**src/rtl/move_decoder_pkg.sv**
```systemverilog
// Shared definitions for the maze move decoder: direction codes, FSM
// states, location field layout and default path endpoints.
package move_decoder_pkg;

  localparam logic [1:0] DIR_YDEC = 2'b00;
  localparam logic [1:0] DIR_XINC = 2'b01;
  localparam logic [1:0] DIR_XDEC = 2'b10;
  localparam logic [1:0] DIR_YINC = 2'b11;

  typedef enum logic [2:0] {
    IDLE     = 3'd0,
    WAIT_LOC = 3'd1,
    EMIT     = 3'd2,
    DONE     = 3'd3,
    ERROR    = 3'd4
  } state_t;

  localparam int X_MSB = 7;
  localparam int X_LSB = 4;
  localparam int Y_MSB = 3;
  localparam int Y_LSB = 0;

  localparam logic [7:0] START_LOC_DEF = 8'h00;
  localparam logic [7:0] GOAL_LOC_DEF  = 8'hFF;
  localparam logic [7:0] MAX_STEPS_DEF = 8'd255;

  function automatic logic [3:0] loc_x(input logic [7:0] loc);
    return loc[X_MSB:X_LSB];
  endfunction

  function automatic logic [3:0] loc_y(input logic [7:0] loc);
    return loc[Y_MSB:Y_LSB];
  endfunction

endpackage

```
**src/rtl/move_decoder_step_classifier.sv**
```systemverilog
// Combinational single-step check: decides whether loc_in is one legal
// move away from prev_loc and which direction code produced it.
module step_classifier
  import move_decoder_pkg::*;
(
  input  logic [7:0] prev_loc,
  input  logic [7:0] loc_in,
  output logic       legal,
  output logic [1:0] dir
);

  logic [3:0] px_s;
  logic [3:0] py_s;
  logic [3:0] lx_s;
  logic [3:0] ly_s;
  logic       legal_s;
  logic [1:0] dir_s;

  // Exactly one nibble moves by one; edge cells exclude the 4-bit wrap.
  always_comb begin
    px_s    = loc_x(prev_loc);
    py_s    = loc_y(prev_loc);
    lx_s    = loc_x(loc_in);
    ly_s    = loc_y(loc_in);
    legal_s = 1'b0;
    dir_s   = DIR_YDEC;
    if ((py_s == ly_s) && (px_s != 4'hF) && (lx_s == px_s + 4'd1)) begin
      legal_s = 1'b1;
      dir_s   = DIR_XINC;
    end else if ((py_s == ly_s) && (px_s != 4'h0) && (lx_s == px_s - 4'd1)) begin
      legal_s = 1'b1;
      dir_s   = DIR_XDEC;
    end else if ((px_s == lx_s) && (py_s != 4'hF) && (ly_s == py_s + 4'd1)) begin
      legal_s = 1'b1;
      dir_s   = DIR_YINC;
    end else if ((px_s == lx_s) && (py_s != 4'h0) && (ly_s == py_s - 4'd1)) begin
      legal_s = 1'b1;
      dir_s   = DIR_YDEC;
    end else begin
      legal_s = 1'b0;
      dir_s   = DIR_YDEC;
    end
  end

  assign legal = legal_s;
  assign dir   = dir_s;

endmodule

```
**src/rtl/move_decoder.sv**
```systemverilog
// Turns a stream of maze locations back into direction codes, validating
// each step, counting handed-off moves and flagging arrival at the goal.
module move_decoder
  import move_decoder_pkg::*;
#(
  parameter logic [7:0] START_LOC = START_LOC_DEF,
  parameter logic [7:0] GOAL_LOC  = GOAL_LOC_DEF,
  parameter logic [7:0] MAX_STEPS = MAX_STEPS_DEF
) (
  input  logic       clk,
  input  logic       rst,
  input  logic       start,
  input  logic       locValid,
  input  logic [7:0] locIn,
  input  logic       locLast,
  output logic       locReady,
  output logic       dirValid,
  output logic [1:0] dir,
  input  logic       dirReady,
  output logic [7:0] stepCnt,
  output logic       busy,
  output logic       done,
  output logic       goalOk,
  output logic       err
);

  state_t     state_r;
  state_t     state_s;
  logic [7:0] prev_loc_r;
  logic [7:0] prev_loc_s;
  logic [7:0] cur_loc_r;
  logic [7:0] cur_loc_s;
  logic       last_r;
  logic       last_s;
  logic [1:0] dir_r;
  logic [1:0] dir_s;
  logic [7:0] step_cnt_r;
  logic [7:0] step_cnt_s;

  logic       step_legal_s;
  logic [1:0] step_dir_s;

  logic       loc_ready_r;
  logic       loc_ready_s;
  logic       dir_valid_r;
  logic       dir_valid_s;
  logic       busy_r;
  logic       busy_s;
  logic       done_r;
  logic       done_s;
  logic       goal_ok_r;
  logic       goal_ok_s;
  logic       err_r;
  logic       err_s;

  step_classifier u_step_classifier (
    .prev_loc (prev_loc_r),
    .loc_in   (locIn),
    .legal    (step_legal_s),
    .dir      (step_dir_s)
  );

  // State and datapath registers.
  always_ff @(posedge clk or negedge rst) begin
    if (!rst) begin
      state_r    <= IDLE;
      prev_loc_r <= START_LOC;
      cur_loc_r  <= START_LOC;
      last_r     <= 1'b0;
      dir_r      <= DIR_YDEC;
      step_cnt_r <= 8'd0;
    end else begin
      state_r    <= state_s;
      prev_loc_r <= prev_loc_s;
      cur_loc_r  <= cur_loc_s;
      last_r     <= last_s;
      dir_r      <= dir_s;
      step_cnt_r <= step_cnt_s;
    end
  end

  // Next-state and datapath update logic.
  always_comb begin
    state_s    = state_r;
    prev_loc_s = prev_loc_r;
    cur_loc_s  = cur_loc_r;
    last_s     = last_r;
    dir_s      = dir_r;
    step_cnt_s = step_cnt_r;
    case (state_r)
      IDLE, DONE, ERROR: begin
        if (start) begin
          state_s    = WAIT_LOC;
          prev_loc_s = START_LOC;
          step_cnt_s = 8'd0;
        end else begin
          state_s = state_r;
        end
      end
      WAIT_LOC: begin
        // The step limit wins over classification: no step is taken past it.
        if (locValid) begin
          if (step_cnt_r == MAX_STEPS) begin
            state_s = ERROR;
          end else if (step_legal_s) begin
            state_s   = EMIT;
            dir_s     = step_dir_s;
            cur_loc_s = locIn;
            last_s    = locLast;
          end else begin
            state_s = ERROR;
          end
        end else begin
          state_s = WAIT_LOC;
        end
      end
      EMIT: begin
        if (dirReady) begin
          prev_loc_s = cur_loc_r;
          step_cnt_s = step_cnt_r + 8'd1;
          state_s    = last_r ? DONE : WAIT_LOC;
        end else begin
          state_s = EMIT;
        end
      end
      default: begin
        state_s = IDLE;
      end
    endcase
  end

  // Flag values for the upcoming state, so the flags register with it.
  always_comb begin
    loc_ready_s = 1'b0;
    dir_valid_s = 1'b0;
    busy_s      = 1'b0;
    done_s      = 1'b0;
    goal_ok_s   = 1'b0;
    err_s       = 1'b0;
    case (state_s)
      WAIT_LOC: begin
        loc_ready_s = 1'b1;
        busy_s      = 1'b1;
      end
      EMIT: begin
        dir_valid_s = 1'b1;
        busy_s      = 1'b1;
      end
      DONE: begin
        done_s    = 1'b1;
        goal_ok_s = (prev_loc_s == GOAL_LOC);
      end
      ERROR: begin
        err_s = 1'b1;
      end
      default: begin
        loc_ready_s = 1'b0;
      end
    endcase
  end

  // Output flag registers.
  always_ff @(posedge clk or negedge rst) begin
    if (!rst) begin
      loc_ready_r <= 1'b0;
      dir_valid_r <= 1'b0;
      busy_r      <= 1'b0;
      done_r      <= 1'b0;
      goal_ok_r   <= 1'b0;
      err_r       <= 1'b0;
    end else begin
      loc_ready_r <= loc_ready_s;
      dir_valid_r <= dir_valid_s;
      busy_r      <= busy_s;
      done_r      <= done_s;
      goal_ok_r   <= goal_ok_s;
      err_r       <= err_s;
    end
  end

  assign locReady = loc_ready_r;
  assign dirValid = dir_valid_r;
  assign dir      = dir_r;
  assign stepCnt  = step_cnt_r;
  assign busy     = busy_r;
  assign done     = done_r;
  assign goalOk   = goal_ok_r;
  assign err      = err_r;

endmodule

```
**config.mk**
```make
export PLATFORM = sky130hd
export DESIGN_NAME = move_decoder
export DESIGN_NICKNAME = d
export VERILOG_FILES = /design/src/rtl/move_decoder_pkg.sv /design/src/rtl/move_decoder_step_classifier.sv /design/src/rtl/move_decoder.sv
export SDC_FILE = /design/constraint.sdc
export NUM_CORES = 1
export LEC_CHECK = 0
export ABC_AREA = 0
export BUFFER_PORTS_ARGS = -buffer_cell sky130_fd_sc_hd__clkbuf_2
export CAP_MARGIN = 20
export CORE_ASPECT_RATIO = 0.7
export CORE_MARGIN = 2
export CORE_UTILIZATION = 45
export CTS_CLUSTER_DIAMETER = 150
export DETAILED_ROUTE_END_ITERATION = 16
export PLACE_DENSITY = 0.67
export SETUP_SLACK_MARGIN = 0.4
export SLEW_MARGIN = 30
export SYNTH_ARGS = -nofsm -noshare
export SYNTH_HDL_FRONTEND = slang
export SYNTH_HIERARCHICAL = 1
export SYNTH_SLANG_ARGS = --single-unit
```
**constraint.sdc**
```tcl
create_clock -name clk -period 2.23 [get_ports clk]
set_clock_uncertainty 0.15 [all_clocks]
set_input_delay 0.1115 -clock clk [delete_from_list [all_inputs] [get_ports clk]]
set_output_delay 0.1115 -clock clk [all_outputs]
set_load 0.01 [all_outputs]
```
=== After elaboration in Yosys (flattened, before gate mapping) ===
Index checks and enable logic that the tools add are counted.

* Word-level logic and storage cells: 80
* Register bits after elaboration: 36

* $add $sub $neg: 5
* Eq/ne operators: 20
* Reduce and logical (&&, ||, !) cells: 16
* Muxes and demuxes: 26
* Bitwise logic cells: 1

{| class="wikitable"
|+ Operators with widths
! operator !! count
|-
| $mux W8 || 4
|-
| $pmux W8 S2 || 2
|-
| $eq A4 B4 Y1 || 6
|-
| $eq A8 B8 Y1 const B || 2
|-
| $eq A3 B2 Y1 const B || 4
|-
| $mux W3 || 4
|-
| $mux W1 || 10
|-
| $mux W2 || 5
|-
| $pmux W3 S3 || 1
|-
| $add A4 B1 Y4 const B || 2
|-
| $add A8 B1 Y8 const B || 1
|-
| $logic_and A1 B1 Y1 || 8
|-
| $ne A4 B4 Y1 const B || 2
|-
| $reduce_bool A4 Y1 || 2
|-
| $sub A4 B1 Y4 const B || 2
|-
| $eq A3 B1 Y1 const B || 2
|-
| $eq A3 B3 Y1 const B || 2
|-
| $ne A2 B2 Y1 const B || 2
|-
| $reduce_and A4 Y1 || 1
|-
| $logic_not A3 Y1 || 1
|-
| $reduce_and A3 Y1 || 1
|-
| $reduce_or A3 Y1 || 1
|-
| $reduce_bool A2 Y1 || 1
|-
| $reduce_or A2 Y1 || 1
|-
| $not A1 Y1 || 1
|}

=== Longest topological paths before layout ===
* Word-level depth: 14
* Mapped depth: 11
* Mapped depth without buffers: 11

=== By module ===
Netlist, hierarchy kept.

{| class="wikitable"
|+ Modules (own cells, without submodules)
! module !! area each (um^2) !! seq. area each (um^2) !! instances !! cells each
|-
| move_decoder || 1621.6 || 900.9 || 1 || 147
|-
| step_classifier || 431.7 || 0.0 || 1 || 58
|}

=== Least setup slack after synthesis ===
Ideal clock, no wire load.

* Path type: reg2reg
* From: register prev_loc_r[4]
* To: register cur_loc_r[0]
* Setup time: 0.125 ns
* Data required time: 1.955 ns
* Arrival: 2.169 ns
* Path buffers: 1
* Cell stages (with the launch flop): 9
* Slack: -0.213 ns
* Path through: dfrtp_1 -> xor2_2 -> nor4_2 -> nand2_1 -> or4_4 -> nand3_1 -> o311ai_1 -> buf_2 -> mux2_2

* Longest elaborated chain between the ends: 8
* Elaborated cells on any way between the ends: 20
* Classes of those cells: add/sub (2); eq/ne (4); mux (4); reduce/logical (10)

{| class="wikitable"
|+ RTL lines
! element !! RTL line !! RTL
|-
| from (decl) || move_decoder.sv:29 || <nowiki>logic [7:0] prev_loc_r;</nowiki>
|-
| from (signal assigned) || move_decoder.sv:74 || <nowiki>prev_loc_r <= prev_loc_s;</nowiki>
|-
| branches (longest 6 deep; another with $sub A4 B1 Y4) || -- ||
|-
| $mux W1 * || move_decoder_step_classifier.sv:27 || <nowiki>if ((py_s == ly_s) && (px_s != 4'hF) && (lx_s == px_s + 4'd1)) begin</nowiki>
|-
| named net step_legal_s || move_decoder.sv:40 || <nowiki>logic step_legal_s;</nowiki>
|-
| $reduce_and A4 Y1 (no line) * || -- ||
|-
| to (signal assigned) || move_decoder.sv:75 || <nowiki>cur_loc_r <= cur_loc_s;</nowiki>
|-
| to (decl) || move_decoder.sv:31 || <nowiki>logic [7:0] cur_loc_r;</nowiki>
|}

Mark *: on every way through the listed nets, which the timed path passes.
A chain may end at the register's enable or synchronous reset.

=== Worst setup path in the final report ===
* From: register prev_loc_r[4]
* To: register goal_ok_r, in the netlist goalOk

* Longest elaborated chain between the ends: 13
* Elaborated cells on any way between the ends: 29
* Classes of those cells: add/sub (2); eq/ne (6); mux (12); reduce/logical (9)

{| class="wikitable"
|+ RTL lines
! element !! RTL line !! RTL
|-
| branches (longest 6 deep; another with $sub A4 B1 Y4) || -- ||
|-
| $mux W1 * || move_decoder_step_classifier.sv:27 ||
|-
| named net step_legal_s || move_decoder.sv:40 ||
|-
| $mux W3 * || move_decoder.sv:105 || <nowiki>end else if (step_legal_s) begin</nowiki>
|-
| $mux W3 * || move_decoder.sv:103 || <nowiki>if (step_cnt_r == MAX_STEPS) begin</nowiki>
|-
| $mux W3 * || move_decoder.sv:102 || <nowiki>if (locValid) begin</nowiki>
|-
| $pmux W3 S3 * || move_decoder.sv:90 || <nowiki>case (state_r)</nowiki>
|-
| $eq A3 B2 Y1 * || move_decoder.sv:140 || <nowiki>case (state_s)</nowiki>
|-
| $mux W1 * || move_decoder.sv:140 ||
|-
| named net goal_ok_s || move_decoder.sv:52 || <nowiki>logic goal_ok_s;</nowiki>
|-
| to (signal assigned) || move_decoder.sv:176 || <nowiki>goal_ok_r <= goal_ok_s;</nowiki>
|-
| to (decl) || move_decoder.sv:51 || <nowiki>logic goal_ok_r;</nowiki>
|}

Marked as above.

==> results.txt <==
- Result of the run: complete, but fails checks
- The checks that failed: negative setup slack.
- Final Max Slew Viols: 0
- Headroom to the max-slew limit: 0.470
- Unrepaired setup endpoints after global routing: yes
* Largest net degree at the start of global routing: 37
- In this run, CTS created clock tree buffers numbering 5.
* Clock buffer depth: 2
* P&R area growth vs syn: 37.3%
* Worst vdd ir: 0.454 mV
- 0 antenna diodes ended up in the layout.
- Final-report hold violation count: 0
- The synthesized netlist occupies a cell area of 0.00205 mm^2.
* Share of the core filled with cells: 0.647
* Setup Viol. Count Final: 19
* Worst slack at placement: -230 ps
* LEAKAGE: 1.31 nW
- The congestion estimate from routability-driven global placement came to 0.822.
* Peak fanout along the critical path: 5
- The die covers 0.00513 mm^2.
- Across every metal layer, demand over resource in global routing totals 0.207.
- Post-route fraction of the period consumed by the critical path: 1.10
- Synthesized netlist cell count: 205
- TritonCTS clock tree: yes
- Total via count in the routed design: 1737
- Slew of the pin with the lowest slew margin: 794 ps
* WL/cell: 15.0 um
* Clock H-tree levels: 2
* Worst path required time: 2260 ps
* Global-route wire length before repair: 8.16 mm
- Count of different cell masters after synthesis: 50
- Seq/Total Area, Yosys: 0.439
* Cell-by-cell trace of the critical path: buf_6, xor2_4, nor4_4, nand2_1, or4_4, nand3_4, o311ai_4, and2_4, a2111oi_4
- STA puts the critical path data arrival time at 2490 ps.
- Synthesis inferred 36 register bits.
- Placed Cells: 303
- DR DRC count: 0
* Fin Hold WS: 17.2 ps
- Clk slew on worst S/H paths: 70 ps
- Critical path endpoint category: register
- Clock tree synthesis selected as its root buffer the cell clkbuf_8.
- Fill cells in the final layout number 366.
* Critical path buffers and inverters: 1
- The tree built by TritonCTS fans out to 36 sinks.
* Die Height: 60.5 um
* Via count of the first global-routing pass: 1629
- Starting density of the core: 0.472
- Power after layout: 1.42 mW
- Total routed wirelength: 4.91 mm
* Clock network latency to the later pin of the worst-skew pair: 290 ps
- Total area of sequential cells: 908 um^2
* Crit path largest cell delay: 460 ps
- Count of flip-flops with a built-in enable after synthesis: 0
* Fraction of final layout cells sized beyond drive strength 1: 0.418
* Upper clock frequency limit: 0.408 GHz
- Floorplan Core Area: 0.00435 mm^2
- Mean instance size in the synthesized netlist: 10.0 um^2
- Max-cap violations in this run came to 0.
- Family of cells with the greatest summed delay on the critical path: simple AND/OR/NAND/NOR gates
- STA classifies the critical path startpoint as a register.
* Row Count: 20
- Counting I/O delays and the setup requirement, the final critical path takes 2450 ps.
* Setup ws final: -222 ps
* Antenna-violating nets left: 0
- During I/O placement, the number of pins put on the boundary was 30.
* Multi-input logic area: 0.00125 mm^2
* Number of antenna violations at the first check in global routing: 0
* Power Dens Cells: 504 mW/mm^2
* Number of nets produced by synthesis: 224
- Using the TritonRoute via totals, the vias-per-cell ratio works out to 5.30.
* Fin nets: 291
- For this run, the number of Yosys warnings is 6.
- The setup path with the least slack is of type reg2reg.
* Critical Path Slowest Stage Cell: dfrtp_2
* Count of port buffers added during placement: 29
* Width of the die: 84.7 um
- In this run, the number of DRC markers left after iteration 0 of detailed routing was 72.
- The first TritonRoute pass finished after 4 iterations.
* Number of standard cells in the layout, taps in and fillers out: 328
* Aggregate global routing overflow: 0
- After legalization and detailed placement, the total HPWL measured 3.41 mm.
- Fraction of registers with async set or reset after synthesis: 1.00
- Worst min-delay path class: in2reg
- For this run, the leading register cell type out of synthesis is dfrtp_1.
## synthesized netlist by cell type, types with 2 or more instances
| library cell | n | area share |
|---|---|---|
| dfrtp_1 | 36 | 0.44 |
| nand2_1 | 26 | 0.048 |
| mux2_2 | 12 | 0.066 |
| o21ai_0 | 11 | 0.027 |
| xnor2_1 | 11 | 0.047 |
| inv_1 | 10 | 0.018 |
| a21oi_1 | 8 | 0.020 |
| nand3_1 | 8 | 0.020 |
| nor2_1 | 8 | 0.015 |
| xor2_1 | 6 | 0.026 |
| ha_1 | 5 | 0.030 |
| and2_1 | 4 | 0.012 |
| nand4_1 | 4 | 0.012 |
| a211oi_1 | 3 | 0.011 |
| a22o_1 | 3 | 0.013 |
| a31oi_1 | 3 | 0.0091 |
| and3_1 | 3 | 0.0091 |
| buf_2 | 3 | 0.0073 |
| nand2b_1 | 3 | 0.0091 |
| nor3_1 | 3 | 0.0073 |
| a32o_1 | 2 | 0.0098 |
| and4bb_2 | 2 | 0.012 |
| o21bai_1 | 2 | 0.0073 |
| o31ai_1 | 2 | 0.0073 |
| or2_2 | 2 | 0.0061 |
## per-stage QoR
stage               TNS, ps  cell area, um^2
CTS                   -2420             2730
global route          -4960             2820
detailed placement    -3370             2450
floorplan              -481             2120
global placement      -2310             2450
finish                -3130             2820
## what timing repair did
item,4_1_cts,5_1_grt
gates resized for setup,11,18
endpoints found under the setup margin,21,27
pin swaps,6,4
gates cloned,0,0
endpoints found under the hold margin,42,0
hold buffers,7,0
setup buffers,8,2
## flip-flops by register name, summed over array words and instances, names as in the netlist
name	cells
cur_loc_r	8
prev_loc_r	8
stepCnt	8
state_r	3
dir	2
busy	1
dirValid	1
done	1
err	1
goalOk	1
last_r	1
locReady	1
## kinds of logic after synthesis
family          share of synthesized area
compound gates                      0.146
xor+xnor                           0.0884
fa+ha+maj                          0.0305
buf+inv                            0.0366
flops                               0.439
mux                                0.0658
simple gates                        0.194
## final cells by class
class                   instances  share of cell area
multi-input cells             153               0.443
inverters                      10              0.0133
well taps                      55              0.0244
flip-flops and latches         36               0.322
clock buffers                   8              0.0320
repair buffers                 66               0.165
## layout by cell type, fill, tap and decap left out, types with 3 or more instances in the layout
cell type	count
dfrtp_1	30
clkbuf_2	28
buf_4	26
nand2_1	25
mux2_2	11
inv_1	10
o21ai_0	10
xnor2_1	8
a21oi_1	7
nand3_1	7
dlygate4sd3_1	7
clkbuf_8	6
dfrtp_2	6
xor2_1	6
nor2_1	5
nand4_1	4
xnor2_2	4
and3_1	3
nand2b_1	3
a211oi_1	3
and2_1	3
a22o_1	3
a31oi_1	3
ha_1	3
buf_6	3
## power by group
part | switching [mW] | internal (mW) | total (mW)
logic | 0.130 | 0.107 | 0.237
clock network | 0.229 | 0.252 | 0.481
registers | 0.0206 | 0.683 | 0.704
## path summary, 6_finish.rpt
check | cells after the start | from | slack (ps) | to
min in group asynchronous | 2 | rst | 310 | goalOk
max in group asynchronous | 2 | rst | 1070 | prev_loc_r[0]
worst max register to register | 9 | prev_loc_r[4] | -220 | goalOk
worst min-delay path | 2 | locIn[5] | 20 | cur_loc_r[5]
worst min register to register | 1 | cur_loc_r[7] | 360 | cur_loc_r[7]
worst max-delay path | 9 | prev_loc_r[4] | -220 | goalOk
## worst register-to-register path, cell delays in order, from the launching register on
cell       delay [ps]
dfrtp_2           460
buf_6             150
xor2_4            180
nor4_4            180
nand2_1            90
or4_4             450
nand3_4           100
o311ai_4          120
and2_4            180
a2111oi_4         290
## metal layers
| metal | wire [um] | track usage |
|---|---|---|
| met5 | 0 | 0 |
| met4 | 48 | 0.0544 |
| met3 | 181 | 0.0463 |
| met2 | 2150 | 0.301 |
| met1 | 2530 | 0.313 |
Power figures use the tool's default switching activity.
